File: src/rtl/updown_counter_bank.sv
// Bank of NCH independent up/down counters with sticky overflow/underflow flags.
// Optional snapshot capture FSM compiled in with UPDOWN_COUNTER_BANK_SNAPSHOT_EN.
module updown_counter_bank #(
  parameter int NCH   = 4,
  parameter int WIDTH = 16
) (
  input  logic                 clk,
  input  logic                 reset,
  input  logic [NCH-1:0]       up_in,
  input  logic [NCH-1:0]       down_in,
  input  logic [NCH-1:0]       load,
  input  logic [NCH*WIDTH-1:0] load_val,
  input  logic                 sat_mode,
  input  logic                 flag_clr,
  output logic [NCH*WIDTH-1:0] out,
  output logic [NCH-1:0]       ovf,
  output logic [NCH-1:0]       unf,
  input  logic                 snap_req,
  input  logic                 snap_ack,
  output logic                 snap_valid,
  output logic [NCH*WIDTH-1:0] snap_data
);

  localparam logic [WIDTH-1:0] ONE = WIDTH'(1);

  // Next count for one channel; at the bounds either wraps or saturates.
  function automatic logic [WIDTH-1:0] f_step(
    input logic [WIDTH-1:0] cur,
    input logic             inc,
    input logic             dec,
    input logic             sat
  );
    logic [WIDTH-1:0] nxt;
    nxt = cur;
    if (inc && !dec) begin
      if (&cur) nxt = sat ? cur : '0;
      else      nxt = cur + ONE;
    end else if (dec && !inc) begin
      if (cur == '0) nxt = sat ? cur : '1;
      else           nxt = cur - ONE;
    end
    return nxt;
  endfunction

  logic [NCH*WIDTH-1:0] w_out;

  for (genvar i = 0; i < NCH; i++) begin : g_ch
    logic [WIDTH-1:0] r_cnt;
    logic             r_ovf;
    logic             r_unf;
    logic [WIDTH-1:0] w_cur;
    logic [WIDTH-1:0] w_nxt;
    logic             w_ovf_set;
    logic             w_unf_set;

    assign w_cur = r_cnt;

    always_comb begin
      w_nxt = w_cur;
      if (load[i]) w_nxt = load_val[i*WIDTH +: WIDTH];
      else         w_nxt = f_step(w_cur, up_in[i], down_in[i], sat_mode);
    end

    // A load cycle never counts, so it can never raise a flag.
    assign w_ovf_set = ~load[i] & up_in[i] & ~down_in[i] & (&w_cur);
    assign w_unf_set = ~load[i] & down_in[i] & ~up_in[i] & ~(|w_cur);

    // Set wins over a simultaneous clear.
    always_ff @(posedge clk) begin
      if (reset) begin
        r_cnt <= '0;
        r_ovf <= 1'b0;
        r_unf <= 1'b0;
      end else begin
        r_cnt <= w_nxt;
        r_ovf <= w_ovf_set | (r_ovf & ~flag_clr);
        r_unf <= w_unf_set | (r_unf & ~flag_clr);
      end
    end

    assign w_out[i*WIDTH +: WIDTH] = r_cnt;
    assign ovf[i]                  = r_ovf;
    assign unf[i]                  = r_unf;
  end

  assign out = w_out;

`ifdef UPDOWN_COUNTER_BANK_SNAPSHOT_EN
  typedef enum logic {S_IDLE = 1'b0, S_HOLD = 1'b1} snap_state_t;

  snap_state_t          r_state;
  logic                 r_snap_valid;
  logic [NCH*WIDTH-1:0] r_snap_data;

  // Capture takes the counter value visible this cycle, before its update.
  always_ff @(posedge clk) begin
    if (reset) begin
      r_state      <= S_IDLE;
      r_snap_valid <= 1'b0;
      r_snap_data  <= '0;
    end else begin
      case (r_state)
        S_IDLE: begin
          if (snap_req) begin
            r_snap_data  <= w_out;
            r_state      <= S_HOLD;
            r_snap_valid <= 1'b1;
          end
        end
        S_HOLD: begin
          if (snap_ack) begin
            r_state      <= S_IDLE;
            r_snap_valid <= 1'b0;
          end
        end
        default: begin
          r_state      <= S_IDLE;
          r_snap_valid <= 1'b0;
        end
      endcase
    end
  end

  assign snap_valid = r_snap_valid;
  assign snap_data  = r_snap_data;
`else
  logic w_unused_snap;
  assign w_unused_snap = snap_req ^ snap_ack;
  assign snap_valid    = 1'b0;
  assign snap_data     = '0;
`endif

endmodule

File: config.mk
export PLATFORM = sky130hd
export DESIGN_NAME = updown_counter_bank
export DESIGN_NICKNAME = d
export VERILOG_FILES = /design/src/rtl/updown_counter_bank.sv
export SDC_FILE = /design/constraint.sdc
export NUM_CORES = 1
export LEC_CHECK = 0
export ABC_AREA = 1
export CAP_MARGIN = 20
export CELL_PAD_IN_SITES_DETAIL_PLACEMENT = 0
export CELL_PAD_IN_SITES_GLOBAL_PLACEMENT = 1
export CORE_ASPECT_RATIO = 1.75
export CORE_UTILIZATION = 36
export CTS_BUF_LIST = sky130_fd_sc_hd__clkbuf_8
export CTS_CLUSTER_DIAMETER = 100
export DETAILED_ROUTE_END_ITERATION = 10
export PLACE_DENSITY = 0.91
export SLEW_MARGIN = 5
export SYNTH_ARGS = -nofsm -noshare
export SYNTH_HDL_FRONTEND = slang
export SYNTH_SLANG_ARGS = --single-unit
File: constraint.sdc
create_clock -name clk -period 3.73 [get_ports clk]
set_input_delay 0.746 -clock clk [delete_from_list [all_inputs] [get_ports clk]]
set_output_delay 0.746 -clock clk [all_outputs]
set_load 0.01 [all_outputs]
# [Word level (Yosys, flattened, before mapping)]
# Cells that the tools add are included.
[op_classes] addsub=8 mux=22 eq_ne=8 reduce_logical=36 bitwise=57
[ops] operator="two-way mux 16 bit" n=22
[ops] operator="adder 16 x 1 -> 16 bit, second input constant" n=4
[ops] operator="logical NOT 16 bit" n=4
[ops] operator="AND reduction 16 bit" n=4
[ops] operator="OR reduction 16 bit" n=4
[ops] operator="subtractor 16 x 1 -> 16 bit, second input constant" n=4
[ops] operator="AND 1 bit" n=32
[ops] operator="!= test 4 bit, second input constant" n=8
[ops] operator="inverter 1 bit" n=17
[ops] operator="AND reduction 3 bit" n=4
[ops] operator="nonzero test 3 bit" n=4
[ops] operator="logical AND 1 bit" n=8
[ops] operator="logical NOT 1 bit" n=8
[ops] operator="bitwise OR 1 bit" n=8
[totals] register_bits=72 inputBits=82 wordCells=143 out_inout_bits=137

# [Logic depth before layout (Yosys ltp)]
[depth] depth_word=5 depth_mapped=13 depth_no_buf=13

# [Least setup slack after synthesis]
# No wires, ideal clock.
[synth_timing] path_kind="input -> register" from="input up_in[0]" to="register g_ch[0].r_cnt[13]" slack_ps=1866 t_arrival_ps=1755 stages=11 setup_ps=109 required_time_ps=3621 n_path_buf=2 cell_sequence="inv_1 nor2_2 inv_2 buf_2 nand3_1 nand2_2 nor2_4 buf_6 nand3_2 nand2_1 inv_1"
[synth_via] elab_chain_cells=4 word_cells_on_any_way=9 classes_between="eq/ne: 2; mux: 2; reduce/logical: 5"
[synth_lines] item="start, declared" line_no="9" text="input logic [NCH-1:0] up_in,"
[synth_lines] item="logical NOT 1 bit" line_no="38" text="end else if (dec && !inc) begin"
[synth_lines] item="logical AND 1 bit" line_no="38"
[synth_lines] item="nonzero test 3 bit (no source line)"
[synth_lines] item="AND reduction 3 bit (no source line)"
[synth_lines] item="end signal, assigned" line_no="75" text="r_cnt <= w_nxt;"
[synth_lines] item="end, declared" line_no="48" text="logic [WIDTH-1:0] r_cnt;"
# Several ways; a longest one is shown, not always the timed one.
# A chain may end at the register's enable or synchronous reset.

# [Worst setup path in the final report]
[layout_timing] from="input down_in[2]" to="register g_ch[2].r_cnt[13]"
[layout_via] elab_chain_cells=4 word_cells_on_any_way=9 classes_between="eq/ne: 2; mux: 2; reduce/logical: 5"
[layout_lines] item="start, declared" line_no="10" text="input logic [NCH-1:0] down_in,"
[layout_lines] item="logical NOT 1 bit" line_no="35" text="if (inc && !dec) begin"
[layout_lines] item="logical AND 1 bit" line_no="35"
[layout_lines] item="!= test 4 bit (no source line), or another cell as far along"
[layout_lines] item="AND reduction 3 bit (no source line) or two-way mux 16 bit (tied branches)"
[layout_lines] item="end signal, assigned" line_no="75"
[layout_lines] item="end, declared" line_no="48"
# Several ways; a longest one is shown, not always the timed one.

==> metrics <==
Post-CTS Setup Bufs 0; f_max between 400 and 500 MHz; DR iter-0 viols 610; CP bufs+invs 3; VDD IR max between 150 and 200 uV; Final Net Count 1700; critical path class input pin to register; post-route cell area 9940 um2; status finished, final reports clean; area fraction of the dominant cell type after synthesis 0.173; crit path max fanout 19; Post-CTS Hold Buffers 0; Die Span Y 203 um; Sinks on Clock Net 72; RSZ-0062 raised after global routing false; antenna violations before repair 1; Place WS 973 ps; Die Wd 117 um; Max Clock Skew 18.4 ps; dpl cell area 9700 um2; Vias 9817; Post-synth EDFFs 0; Reg clk slew, reported paths 90 ps; final hold vios 0; delay-heaviest family, CP simple AND/OR/NAND/NOR gates; crit-path cells clkdlybuf4s50_1 > inv_1 > nand2_1 > buf_4 > nand3_1 > nand3_4 > nor2_1 > a21oi_2; Routability Congestion 1.01; Syn. warnings 0; Yosys reg bits 72; HPWL Detailed 24.1 mm; GRT Total Usage 0.270; Synth Instances ~1500; pin count of the biggest net entering global routing 36; PD cells 307 nW/um2; crit path capture type register; Routed WL 31.3 mm; Syn Area/Cell 5.60 um2; Post-Syn Area 8330 um2; Setup TNS 0 ps; Levels on crit path 8; average wire per standard cell between 15 and 20 um; global-route wire length before repair 48.3 mm; Final Setup Violations 0; total grt overflow 0; Pre-Repair DR Iteration Count 5; Slew @ Worst Pin 703 ps; Synth area leader dfxtp_1; IO Pins 219; Period Utilization, post-route 0.670; worst path required time 4020 ps; Synth area leaders dfxtp_1, nand2_1, nor2_1; final-layout fill cell count 2505; commonest cells after routing, fill and taps aside nand2_1, nor2_1, nand3_1; Hold Crit Class register to register; Setup crit start down_in[2]; DRC 0; vias in the first global route 9311; DRT antenna net count 0; final hold slack 470 ps; prevailing post-synth register cell dfxtp_1; CTS H-tree lvls 3; die area ~24000 um2; Synth cell types 42; TritonCTS clock tree built; Root Driver clkbuf_8; slack of the critical path 1230 ps; commonest non-fill, non-tap cell in the layout nand2_1; CTS Buffer Depth 2; slowest stage delay, CP 460 ps; clk_lat worst skew 400 ps; Synth async-reset ratio 0; ratio of cells with drive above 1 in the final layout 0.0850; sequential share of the synthesized area 0.173; CTS buffer count 9; Slew headroom 0.528; core box area 22700 um2; Antenna Cells 0; routed vias/inst 5.14; row cnt 73; cells on worst reg2reg path 12; crit path DAT 2790 ps; # resized after CTS 0; Static Leak around 4.6 nW; # port buffers 151; max_cap viols 0; RR Startpoint g_ch[2].r_cnt[0]; flop-to-flop setup slack 1350 ps; starting density of the core 0.366; Layout area overhead 19.3%; final slew viol count 0; Worst setup SP type input pin; crit path capture g_ch[2].r_cnt[13]; Final min period 2500 ps; slowest CP cell nor2_1; R2R Path End g_ch[2].r_cnt[9]
worst min-delay path by stage:
| stage | from | to | depth (start not counted) |
|---|---|---|---|
| final | g_ch[2].r_unf | g_ch[2].r_unf | 2 |
| after CTS | g_ch[2].r_unf | g_ch[2].r_unf | 2 |
| after global routing | g_ch[2].r_unf | g_ch[2].r_unf | 2 |
| after global placement | g_ch[2].r_ovf | g_ch[2].r_ovf | 2 |
| after floorplan | g_ch[0].r_ovf | g_ch[0].r_ovf | 2 |
| after detailed placement | g_ch[2].r_unf | g_ch[2].r_unf | 2 |
metrics by stage:
| stage | utilization | std cells | power [mW] |
|---|---|---|---|
| 2_1_floorplan | - | 1553 | 1.85 |
| 3_3_place_gp | 0.426 | 1895 | 2.25 |
| 3_5_place_dp | 0.426 | 1895 | 2.26 |
| 4_1_cts | 0.437 | 1911 | 3.07 |
| 5_1_grt | 0.437 | 1911 | 3.27 |
| 6_report | 0.437 | 1911 | 3.05 |
state kept, by name, indices dropped and copies added (netlist names):
name and flops:
g_ch.r_cnt 64, g_ch.r_ovf 4, g_ch.r_unf 4
synth_stat cells, types with 4 or more instances:
cell type	count
o21ai_1	25
o21ai_0	51
inv_2	14
nor2_4	5
a21oi_2	7
o211ai_1	12
xor2_1	29
a21oi_1	58
nor2_1	273
buf_4	82
dfxtp_1	72
nand3_1	159
inv_1	129
buf_2	11
nor2_2	22
or2_2	27
clkbuf_1	19
ha_1	12
xnor2_1	6
nand3b_1	4
nor3_1	6
buf_6	11
nand2_1	381
nand2_2	9
nand3_2	10
nand4_1	30
report_power, final:
group	leakage (nW)	switching, mW	internal [mW]
sequential	0.597	0.177	0.839
clock	0.115	0.365	0.432
combinational	3.90	0.739	0.502
total	4.61	1.28	1.77
cell type report:
class	instances	area (um2)	share of cell area
well taps	300	375	0.0378
inverters	146	548	0.0551
multi-input cells	1206	5680	0.571
clock inverters	4	75.1	0.00755
repair buffers	171	1660	0.167
clock buffers	12	165	0.0166
flip-flops and latches	72	1440	0.145
worst min-delay path: stages (launching register included):
cell     delay [ps]
dfxtp_1         320
nand2_1          60
a21oi_1          50
cells by family (layout without fill, tap and decap cells):
logic type	Yosys count	after routing	share of synthesized area
buffers and inverters	275	333	0.174
AOI/OAI and AO/OA	161	161	0.106
xor gates and xnor gates	35	35	0.0368
DFF	72	72	0.173
adders and majority gates	12	12	0.0180
other	1	65	0.000450
and+or+nand+nor	933	933	0.492
per-layer routing:
metal  share of wire  wire, um  global-route usage
met1            0.36     11400               0.273
met2            0.52     16300               0.495
met3           0.056      1750              0.0416
met4           0.060      1880               0.185
met5         0.00051        16                   0
Power figures use the tool's default switching activity.
